<file path="src/rtl/dram_resp_pkg.sv">
// Shared types and constants for the DRAM responder: FSM state encoding,
// burst geometry and the beat-ordering helper.
package dram_resp_pkg;

    typedef enum logic [1:0] {
        IDLE,
        WAIT,
        SEND
    } state_e;

    // One block is eight 64-bit beats.
    localparam int BEATS  = 8;
    localparam int BEAT_W = 3;

    // Word offset inside the block for a given beat. With first = 0 this is
    // linear order; with first = critical word it is wrap order. The 3-bit
    // add wraps modulo 8 by construction.
    function automatic logic [BEAT_W-1:0] beat_offset(
        input logic [BEAT_W-1:0] first,
        input logic [BEAT_W-1:0] beat
    );
        return first + beat;
    endfunction

endpackage : dram_resp_pkg

</file>
<file path="src/rtl/dram_responder_if.sv">
// Request/response bus between an initiator (master) and the DRAM responder
// (slave). Request channel: reqcyc/reqack with address and tag. Response
// channel: respcyc/respack with beat data and echoed tag.
interface dram_responder_if #(
    parameter int BUS_DATA_WIDTH = 64,
    parameter int BUS_TAG_WIDTH  = 13
);

    logic                      bus_reqcyc;
    logic                      bus_reqack;
    logic [BUS_DATA_WIDTH-1:0] bus_req;
    logic [BUS_TAG_WIDTH-1:0]  bus_reqtag;
    logic                      bus_respcyc;
    logic                      bus_respack;
    logic [BUS_DATA_WIDTH-1:0] bus_resp;
    logic [BUS_TAG_WIDTH-1:0]  bus_resptag;

    modport master (
        output bus_reqcyc, bus_req, bus_reqtag, bus_respack,
        input  bus_reqack, bus_respcyc, bus_resp, bus_resptag
    );

    modport slave (
        input  bus_reqcyc, bus_req, bus_reqtag, bus_respack,
        output bus_reqack, bus_respcyc, bus_resp, bus_resptag
    );

endinterface : dram_responder_if

</file>
<file path="src/rtl/dram_resp_store.sv">
// Backing store for the DRAM responder: MEM_WORDS x 64-bit words, each word
// initialised to its own index on reset, with one combinational read port.
module dram_resp_store #(
    parameter  int MEM_WORDS = 256,
    localparam int IDX_W     = $clog2(MEM_WORDS)
) (
    input  logic             clk,
    input  logic             reset,
    input  logic [IDX_W-1:0] rd_idx,
    output logic [63:0]      rd_data
);

    logic [63:0] mem_q [MEM_WORDS];
    logic [63:0] mem_d [MEM_WORDS];

    // Contents are read-only between resets; the next value is the current one.
    always_comb begin
        mem_d = mem_q;
    end

    // Load the index pattern on reset, otherwise hold.
    // NOTE: the array is reset on purpose because its contents are defined
    // by reset; a plain RAM macro without reset could not hold this pattern.
    always_ff @(posedge clk or posedge reset) begin
        if (reset) begin
            for (int i = 0; i < MEM_WORDS; i++) begin
                mem_q[i] <= 64'(i);
            end
        end else begin
            mem_q <= mem_d;
        end
    end

    assign rd_data = mem_q[rd_idx];

endmodule : dram_resp_store

</file>
<file path="src/rtl/dram_responder.sv">
// DRAM responder: accepts one block-read request at a time, waits LATENCY
// cycles, then returns eight 64-bit beats from the backing store with the
// request tag echoed on every beat.
// Optional feature: define DRAM_RESP_WRAP_EN for critical-word-first beat
// order; otherwise beats are returned in linear order from the block base.
module dram_responder
    import dram_resp_pkg::*;
#(
    parameter int BUS_DATA_WIDTH = 64,
    parameter int BUS_TAG_WIDTH  = 13,
    parameter int MEM_WORDS      = 256,
    parameter int LATENCY        = 4
) (
    input logic              clk,
    input logic              reset,
    dram_responder_if.slave  bus_if
);

    localparam int IDX_W = $clog2(MEM_WORDS);
    localparam int CNT_W = (LATENCY < 1) ? 1 : $clog2(LATENCY + 1);

    state_e                   state_q, state_d;
    logic [CNT_W-1:0]         cnt_q, cnt_d;
    logic [BEAT_W-1:0]        beat_q, beat_d;
    logic [IDX_W-1:0]         idx_q, idx_d;
    logic [BUS_TAG_WIDTH-1:0] tag_q, tag_d;
    logic                     reqack_q, reqack_d;

    logic [BEAT_W-1:0]        first_off;
    logic [IDX_W-1:0]         rd_idx;
    logic [63:0]              rd_data;

    // Next-state and datapath updates for the request/wait/send sequence.
    // NOTE: every signal gets a default first so no path leaves it unassigned,
    // which would otherwise infer a latch.
    always_comb begin
        state_d  = state_q;
        cnt_d    = cnt_q;
        beat_d   = beat_q;
        idx_d    = idx_q;
        tag_d    = tag_q;
        reqack_d = 1'b0;

        case (state_q)
            IDLE: begin
                if (reqack_q) begin
                    // Handshake edge: reqack is high this cycle. Only the word
                    // index is kept; address bits outside it are ignored.
                    if (bus_if.bus_reqcyc) begin
                        idx_d = bus_if.bus_req[3 +: IDX_W];
                        tag_d = bus_if.bus_reqtag;
                        if (LATENCY == 0) begin
                            state_d = SEND;
                        end else begin
                            state_d = WAIT;
                            cnt_d   = CNT_W'(LATENCY);
                        end
                    end
                end else if (bus_if.bus_reqcyc) begin
                    reqack_d = 1'b1;
                end
            end

            WAIT: begin
                if (cnt_q == CNT_W'(1)) begin
                    state_d = SEND;
                    cnt_d   = '0;
                end else begin
                    cnt_d = cnt_q - 1'b1;
                end
            end

            SEND: begin
                // respcyc is high throughout SEND, so respack alone marks a
                // consumed beat; respack outside SEND is never looked at.
                if (bus_if.bus_respack) begin
                    beat_d = beat_q + 1'b1;
                    if (beat_q == BEAT_W'(BEATS - 1)) begin
                        state_d = IDLE;
                    end
                end
            end

            default: begin
                state_d = IDLE;
            end
        endcase
    end

    // State and datapath registers with asynchronous reset.
    // NOTE: non-blocking assignments here so every flop samples the values
    // from before the edge, independent of statement order.
    always_ff @(posedge clk or posedge reset) begin
        if (reset) begin
            state_q  <= IDLE;
            cnt_q    <= '0;
            beat_q   <= '0;
            idx_q    <= '0;
            tag_q    <= '0;
            reqack_q <= 1'b0;
        end else begin
            state_q  <= state_d;
            cnt_q    <= cnt_d;
            beat_q   <= beat_d;
            idx_q    <= idx_d;
            tag_q    <= tag_d;
            reqack_q <= reqack_d;
        end
    end

`ifdef DRAM_RESP_WRAP_EN
    assign first_off = idx_q[BEAT_W-1:0];
`else
    assign first_off = '0;
`endif

    assign rd_idx = {idx_q[IDX_W-1:BEAT_W], beat_offset(first_off, beat_q)};

    dram_resp_store #(
        .MEM_WORDS (MEM_WORDS)
    ) u_store (
        .clk     (clk),
        .reset   (reset),
        .rd_idx  (rd_idx),
        .rd_data (rd_data)
    );

    assign bus_if.bus_reqack  = reqack_q;
    assign bus_if.bus_respcyc = (state_q == SEND);
    assign bus_if.bus_resp    = (state_q == SEND) ? BUS_DATA_WIDTH'(rd_data) : '0;
    assign bus_if.bus_resptag = tag_q;

endmodule : dram_responder
</file>
<file path="src/flat_wrapper.sv">
// flat-port wrapper written by rule: the top's interface ports become plain ports
module dram_responder_flat import dram_resp_pkg::*;
#(
    parameter int BUS_DATA_WIDTH = 64,
    parameter int BUS_TAG_WIDTH  = 13,
    parameter int MEM_WORDS      = 256,
    parameter int LATENCY        = 4
)
  (clk, reset, bus_if_bus_reqcyc, bus_if_bus_req, bus_if_bus_reqtag, bus_if_bus_respack, bus_if_bus_reqack, bus_if_bus_respcyc, bus_if_bus_resp, bus_if_bus_resptag);
  dram_responder_if #(.BUS_DATA_WIDTH(BUS_DATA_WIDTH), .BUS_TAG_WIDTH(BUS_TAG_WIDTH)) bus_if_i ();
  input logic clk;
  input logic reset;
  input wire logic [$bits(bus_if_i.bus_reqcyc)-1:0] bus_if_bus_reqcyc;
  input wire logic [$bits(bus_if_i.bus_req)-1:0] bus_if_bus_req;
  input wire logic [$bits(bus_if_i.bus_reqtag)-1:0] bus_if_bus_reqtag;
  input wire logic [$bits(bus_if_i.bus_respack)-1:0] bus_if_bus_respack;
  output wire logic [$bits(bus_if_i.bus_reqack)-1:0] bus_if_bus_reqack;
  output wire logic [$bits(bus_if_i.bus_respcyc)-1:0] bus_if_bus_respcyc;
  output wire logic [$bits(bus_if_i.bus_resp)-1:0] bus_if_bus_resp;
  output wire logic [$bits(bus_if_i.bus_resptag)-1:0] bus_if_bus_resptag;
  assign bus_if_i.bus_reqcyc = bus_if_bus_reqcyc;
  assign bus_if_i.bus_req = bus_if_bus_req;
  assign bus_if_i.bus_reqtag = bus_if_bus_reqtag;
  assign bus_if_i.bus_respack = bus_if_bus_respack;
  assign bus_if_bus_reqack = bus_if_i.bus_reqack;
  assign bus_if_bus_respcyc = bus_if_i.bus_respcyc;
  assign bus_if_bus_resp = bus_if_i.bus_resp;
  assign bus_if_bus_resptag = bus_if_i.bus_resptag;
  dram_responder #(.BUS_DATA_WIDTH(BUS_DATA_WIDTH), .BUS_TAG_WIDTH(BUS_TAG_WIDTH), .MEM_WORDS(MEM_WORDS), .LATENCY(LATENCY)) u_core (.clk(clk), .reset(reset), .bus_if(bus_if_i));
endmodule
</file>
<file path="config.mk">
export PLATFORM = sky130hd
export DESIGN_NAME = dram_responder_flat
export DESIGN_NICKNAME = d
export VERILOG_FILES = /design/src/rtl/dram_resp_pkg.sv /design/src/rtl/dram_responder_if.sv /design/src/rtl/dram_resp_store.sv /design/src/rtl/dram_responder.sv /design/src/flat_wrapper.sv
export SDC_FILE = /design/constraint.sdc
export NUM_CORES = 1
export LEC_CHECK = 0
export BUFFER_PORTS_ARGS = -buffer_cell sky130_fd_sc_hd__buf_2
export CAP_MARGIN = 40
export CORE_AREA = 8 8 79 81
export DETAILED_ROUTE_END_ITERATION = 8
export DIE_AREA = 0 0 87 89
export PLACE_DENSITY = 0.87
export SKIP_CTS_REPAIR_TIMING = 1
export SLEW_MARGIN = 20
export SYNTH_ARGS = -nofsm -noshare
export SYNTH_HDL_FRONTEND = slang
export SYNTH_HIERARCHICAL = 1
export SYNTH_SLANG_ARGS = --single-unit
</file>
<file path="constraint.sdc">
create_clock -name clk -period 3.06 [get_ports clk]
set_clock_uncertainty 0.2 [all_clocks]
set_input_delay 0.306 -clock clk [delete_from_list [all_inputs] [get_ports clk]]
set_output_delay 0.306 -clock clk [all_outputs]
set_load 0.02 [all_outputs]
</file>
==> flow_metrics.py, run 1 <==
metrics = {
    "detailed_routing": {
        "num_vias": 1227,
        "drc_errors": 0,
        "dr.first_iter.drc_count": 28,
        "via_per_inst": 3.87,
        "wl_mm": 3.72,
        "wl_per_cell_um": 11.7,
        "ant_nets": 0,
        "drtPass1Iterations": 4,
    },
    "layout": {
        "antenna_cells": 0,
        "fill_cells": 492,
        "fin_nets": 333,
        "seq_area_um2": 676,
        "syn_to_final_growth_pct": 2.87,
        "multi_input_area_um2": 1020,
        "layout_common_cells": "and2_1 (64), conb_1 (56), buf_2 (44)",
        "final_common_cell": "and2_1",
        "drive_above_1_share_pct": 28.3,
    },
    "floorplan": {
        "rows": 26,
        "start_util_pct": 41.2,
        "io_pins": 160,
        "die_y_um": 89,
        "die_x_um": 87,
        "core_area_um2": 4980,
        "die_area_um2": 7740,
    },
    "logic_synthesis": {
        "synth_top_family_by_area": "buffers and inverters",
        "ys_seq_elements": 27,
        "synth_adder_area_share_pct": 2.44,
        "synth_area_um2": 2050,
        "synth.area.mux_share_pct": 11.0,
        "synth_xor_area_share_pct": 0.427,
        "yosysWarnings": 6,
        "synth_cell_types": 23,
        "synth-seq-area-share_pct": 32.9,
        "syn_inst": 215,
        "yosys.area_share.simple_pct": 22.5,
        "synth-compound-area-share_pct": 3.23,
        "syn_area_per_cell_um2": 9.54,
    },
    "pwr": {
        "leakage_nw": 1.10,
        "p_int_mw": 0.951,
        "switchingPower_mw": 0.729,
        "comb_power_share_pct": 49.5,
        "power.total_mw": 1.68,
        "power_per_cell_area_nw_per_um2": 797,
        "switching_share_pct": 43.4,
        "p_seq_share_pct": 39.0,
        "power_frac_clock_pct": 11.5,
        "ir_worst_vdd_v": 0.000576,
    },
    "run_status": {
        "status": "completed",
    },
    "grt": {
        "grt_overflow": 0,
        "grt_use_total_pct": 8.99,
        "grt_max_degree": 49,
        "grt_pass1_vias": 1178,
        "grt_antenna_before_repair": 0,
        "grt_pass1_wl_mm": 5.58,
    },
    "placement": {
        "place_congestion": 0.803,
        "io_buffers": 44,
        "dp.final_hpwl_mm": 3.10,
    },
    "critical_path": {
        "end_kind": "primary output",
        "cp_max_fo": 48,
        "start_kind": "flop",
        "cp.arrival_ps": 1930,
        "critPathKind": "reg2out",
        "cp.required_ps": 2550,
    },
    "sta": {
        "fmax_mhz": 410,
        "worstMarginPinSlew_ps": 802,
        "setup_viol": 0,
        "rsz0062_at_grt": "false",
        "finalCriticalPeriod_ps": 2440,
        "hold_viol": 0,
        "setup_tns_ps": 0,
        "slew_violations": 0,
        "slew_headroom_pct": 46.4,
        "min_period_over_period_pct": 79.7,
    },
    "hold_path": {
        "min_path_type": "in2reg",
    },
    "cts": {
        "cts_tree": "built",
        "clockBufferDepth": 2,
        "ctsRootBufferMaster": "clkbuf_8",
        "clk_latency_ps": 270,
        "htree_levels": 1,
        "clkTransAtPathRegs_ps": 80,
        "cts.sinks": 27,
        "numCtsBuffers": 3,
    },
    "job": {
        "maxCapViolations": 0,
    },
}
power by group through the flow:
stage          Sequential [mW]  Clock, mW  Combinational (mW)
4_1_cts                  0.657      0.200               0.831
2_1_floorplan            0.738          0               0.684
3_5_place_dp             0.664          0               0.822
6_report                 0.656      0.193               0.832
3_3_place_gp             0.650          0               0.789
5_1_grt                  0.681      0.213               0.904
stage by stage:
step	area (um^2)	cells	setup slack, ps	hold WS (ps)	utilization (%)
global placement	2030	311	937	275	40.7
floorplan	2260	270	1240	159	-
CTS	2100	316	564	-145	42.2
global route	2110	317	408	53.9	42.4
finish	2110	317	622	62.7	42.4
detailed placement	2050	312	871	147	41.3
cells by family (layout without fill, tap and decap cells):
family,after synthesis,count (layout)
simple gates,73,73
buf+inv,78,55
flops,27,27
xor+xnor,1,1
other cells,1,56
fa+ha+maj,4,4
compound gates,11,11
mux,20,20
worst max-delay path, stage by stage, from the launching register on:
cell and delay [ps]:
dfrtp_1 500, and2b_1 540, buf_4 380, buf_2 230
per-layer routing:
metal,vias to the layer above,GRT usage (%),wire (um)
met1,535,8.37,1230
met5,-,0,0
li1,620,-,-
met3,5,5.42,661
met2,67,15.7,1780
met4,0,3.76,49
state kept, by name (all words and copies together), names as in the netlist:
signal / flops
u_core/bus_if.bus_reqack: 1
u_core/beat_q: 3
u_core/state_q: 2
u_core/bus_if.bus_resptag: 13
u_core/cnt_q: 3
u_core/idx_q: 5
synthesized netlist by cell type:
cell | n | area share [%]
o31ai_1 | 2 | 0.73
o21ai_0 | 5 | 1.2
ha_1 | 4 | 2.4
xnor2_1 | 1 | 0.43
and2b_1 | 1 | 0.37
nand2_1 | 4 | 0.73
conb_1 | 1 | 0.18
mux2_2 | 20 | 11
nor3_4 | 1 | 0.79
a211oi_1 | 1 | 0.37
inv_1 | 4 | 0.73
o31a_1 | 1 | 0.43
nor4b_1 | 1 | 0.43
clkbuf_1 | 6 | 1.1
and2_1 | 64 | 20
nor2b_1 | 1 | 0.31
buf_8 | 1 | 0.73
dfrtp_1 | 27 | 33
clkbuf_2 | 1 | 0.24
buf_4 | 64 | 23
a21oi_1 | 2 | 0.49
buf_6 | 2 | 1.1
nand2b_1 | 1 | 0.31
path summary, 6_finish.rpt:
check | start | endpoint | slack (ps) | cells after the start
worst max register to register | u_core/state_q[1]$_DFFE_PP0P_ | u_core/bus_if.bus_resptag[7]$_DFFE_PP0P_ | 1090 | 2
max in group asynchronous | reset | u_core/bus_if.bus_resptag[6]$_DFFE_PP0P_ | 1800 | 4
worst max-delay path | u_core/state_q[0]$_DFFE_PP0P_ | bus_if_bus_respcyc | 620 | 3
worst min-delay path | bus_if_bus_req[7] | u_core/idx_q[4]$_DFFE_PP0P_ | 60 | 2
worst min register to register | u_core/bus_if.bus_reqack$_DFF_PP0_ | u_core/bus_if.bus_reqack$_DFF_PP0_ | 290 | 1
min in group asynchronous | reset | u_core/bus_if.bus_resptag[7]$_DFFE_PP0P_ | 420 | 3
cell type report:
type | instances | share of cell area [%]
clock buffers | 4 | 2.14
inverters | 4 | 0.712
well taps | 70 | 4.15
repair buffers | 47 | 12.6
multi-input cells | 165 | 48.4
flip-flops and latches | 27 | 32.0
Power figures use the tool's default switching activity.
==> run 2, diff against run 1 <==
- ABC_AREA: unset -> 1
- CORE_AREA: 8 8 79 81 -> 8 8 92 94
- DIE_AREA: 0 0 87 89 -> 0 0 100 102
- PLACE_DENSITY: 0.87 -> 0.81
- clock period: 3.06 -> 2 ns (I/O delays scaled with it)
==> run 2 against run 1 <==
  * Area after synthesis is 37% higher
  * Setup slack got worse by 420 ps
  * Via count grew 40%
  * Total power is 100% higher
==> flow_metrics.py, run 2 <==
metrics = {
    "cts": {
        "numCtsBuffers": 3,
        "clkTransAtPathRegs_ps": 90,
        "ctsRootBufferMaster": "clkbuf_8",
        "cts.sinks": 27,
        "clk_latency_ps": 270,
        "htree_levels": 1,
        "clockBufferDepth": 2,
        "cts_tree": "built",
    },
    "detailed_routing": {
        "ant_nets": 0,
        "num_vias": 1718,
        "wl_per_cell_um": 9.69,
        "wl_mm": 4.66,
        "drc_errors": 0,
        "drtPass1Iterations": 4,
        "dr.first_iter.drc_count": 9,
        "via_per_inst": 3.57,
    },
    "layout": {
        "fin_nets": 468,
        "antenna_cells": 0,
        "fill_cells": 702,
        "final_common_cell": "inv_1",
        "syn_to_final_growth_pct": 7.37,
        "stdcell_area_um2": 3020,
        "drive_above_1_share_pct": 38.2,
        "layout_common_cells": "inv_1 (89), nor2_4 (61), conb_1 (56)",
        "largest_reg_flops": 13,
        "fin_util_pct": 42.8,
    },
    "hold_path": {
        "min_to": "u_core/beat_q[2]$_DFFE_PP0P_",
        "holdPathStages": 3,
        "min_path_type": "in2reg",
        "hp-start": "bus_if_bus_respack",
    },
    "sta": {
        "finalCriticalPeriod_ps": 1800,
        "min_period_over_period_pct": 90.0,
        "rsz0062_at_grt": "false",
        "hold_viol": 0,
        "slew_headroom_pct": 66.2,
        "worstMarginPinSlew_ps": 507,
        "setup_viol": 0,
        "slew_violations": 0,
        "setup_tns_ps": 0,
        "fmax_mhz": 556,
    },
    "placement": {
        "place_congestion": 0.720,
        "dp.final_hpwl_mm": 3.78,
        "io_buffers": 44,
        "placed_area_um2": 2790,
    },
    "critical_path": {
        "critPathKind": "reg2out",
        "cp_cell_sequence": "nor2_4 > inv_6 > nor2_4 > buf_2",
        "end_kind": "primary output",
        "reg2reg_from": "u_core/state_q[0]$_DFFE_PP0P_",
        "rrSetupSlack_ps": 470,
        "reg2reg_depth": 5,
        "cp_top_family": "flip-flops",
        "cp_max_fo": 17,
        "cp.required_ps": 1600,
        "slowest_delay_ps": 440,
        "cp.arrival_ps": 1400,
        "crit_buf_inv": 2,
        "r2r_end": "u_core/bus_if.bus_resptag[7]$_DFFE_PP0P_",
        "start_kind": "flop",
        "cp_slowest_cell": "dfrtp_1",
        "crit_top_cell": "nor2_4",
    },
    "floorplan": {
        "start_util_pct": 39.9,
        "io_pins": 160,
        "rows": 31,
        "die_area_um2": 10200,
        "die_x_um": 100,
        "die_y_um": 102,
        "core_area_um2": 7060,
    },
    "logic_synthesis": {
        "synth-seq-area-share_pct": 24.0,
        "synth_area_um2": 2820,
        "yosys.area.top_type": "nor2_4",
        "syn_area_per_cell_um2": 8.56,
        "syn_inst": 329,
        "synth_top_area_share_pct": 24.4,
        "synth_cell_types": 22,
        "ys.flop_type": "dfrtp_1",
        "synth.area.top_cells": "nor2_4 (24%), dfrtp_1 (24%), buf_4 (17%)",
        "synth_commonest_cells": "inv_1 (89), buf_4 (64), nor2_4 (61)",
        "yosysWarnings": 6,
        "async_flop_share_pct": 100,
        "synth_edf_count": 0,
        "synthMostInstantiatedCell": "inv_1",
        "ys_seq_elements": 27,
    },
    "grt": {
        "grt_pass1_vias": 1647,
        "grt_max_degree": 37,
        "grt_use_total_pct": 8.49,
        "grt_overflow": 0,
        "grt_antenna_before_repair": 0,
        "grt_pass1_wl_mm": 7.09,
    },
    "pwr": {
        "ir_worst_vdd_v": 0.000659,
        "power_per_cell_area_nw_per_um2": 1120,
        "leakage_nw": 1.37,
    },
    "run_status": {
        "status": "completed",
    },
    "job": {
        "maxCapViolations": 0,
    },
}
==> run 2: cell types whose count changed after synthesis, moves of 2 or more <==
| cell | before | now |
|---|---|---|
| mux2_2 | 20 | 0 |
| nand2_1 | 4 | 27 |
| buf_12 | 0 | 6 |
| nand2_2 | 0 | 11 |
| nand3_1 | 0 | 3 |
| inv_1 | 4 | 89 |
| nor2_4 | 0 | 61 |
| nor2_1 | 0 | 6 |
| clkbuf_1 | 6 | 0 |
| and2_1 | 64 | 0 |
| o21ai_0 | 5 | 1 |
| o31ai_1 | 2 | 0 |
| o21ai_2 | 0 | 18 |
==> run 2: report_power, final <==
group	internal (mW)	switching, mW	total [mW]
sequential	0.795	0.174	0.969
combinational	0.626	1.47	2.10
clock	0.142	0.170	0.312
total	1.56	1.82	3.38
==> run 2: worst reg2reg max path, cell delays in order, from the launching register on <==
cell	delay, ps
dfrtp_1	440
nor2_2	190
nand3_4	80
buf_4	300
nand2_1	160
o21ai_2	60
==> run 2: worst max-delay path by stage <==
| stage | slack (ps) | cells after the start | end | start |
|---|---|---|---|---|
| 5_1_grt | 130 | 4 | bus_if_bus_resp[6] | u_core/state_q[0]$_DFFE_PP0P_ |
| 4_1_cts | 170 | 4 | bus_if_bus_resp[7] | u_core/state_q[0]$_DFFE_PP0P_ |
| 3_5_place_dp | 460 | 5 | u_core/bus_if.bus_resptag[7]$_DFFE_PP0P_ | u_core/state_q[0]$_DFFE_PP0P_ |
| 2_1_floorplan | 480 | 4 | bus_if_bus_resp[0] | u_core/state_q[0]$_DFFE_PP0P_ |
| 6_report | 200 | 4 | bus_if_bus_resp[7] | u_core/state_q[0]$_DFFE_PP0P_ |
| 3_3_place_gp | 510 | 4 | bus_if_bus_resp[7] | u_core/state_q[0]$_DFFE_PP0P_ |
==> run 2: per-stage QoR <==
stage	instances	total power [mW]	hold WS (ps)	setup WS (ps)
after floorplan	384	2.99	52.7	476
after global placement	457	2.93	72.7	515
after detailed placement	458	3.04	82.2	456
after CTS	462	3.37	-235	168
after global routing	481	3.66	4.34	129
final	481	3.38	2.44	200
==> run 2: layer usage <==
layer  global-route usage [%]  vias to the layer above  wire, um
met1                     7.64                      742      1660
met2                     15.9                       68      2450
li1                         -                      903         -
met3                     4.16                        5       497
met5                        0                        -         0
met4                     3.49                        0        60
==> run 2: kinds of logic (layout without fill, tap and decap cells) <==
kind of cell,Yosys count,in the layout,share of synthesized area (%)
other,1,56,0.133
adders and majority gates,4,4,1.78
buffers and inverters,164,162,34.7
and+or+nand+nor,111,111,32.9
DFF,27,27,24.0
AOI/OAI and AO/OA,21,21,6.13
xor gates and xnor gates,1,1,0.311
==> run 2: layout make-up <==
type / count / area, um^2 / share of cell area, %
Clock inverter: 1 / 7.51 / 0.248
Timing Repair Buffer: 67 / 460 / 15.2
Sequential cell: 27 / 676 / 22.3
Inverter: 91 / 347 / 11.5
Multi-Input combinational cell: 193 / 1370 / 45.3
Tap cell: 99 / 124 / 4.10
Clock buffer: 3 / 41.3 / 1.37
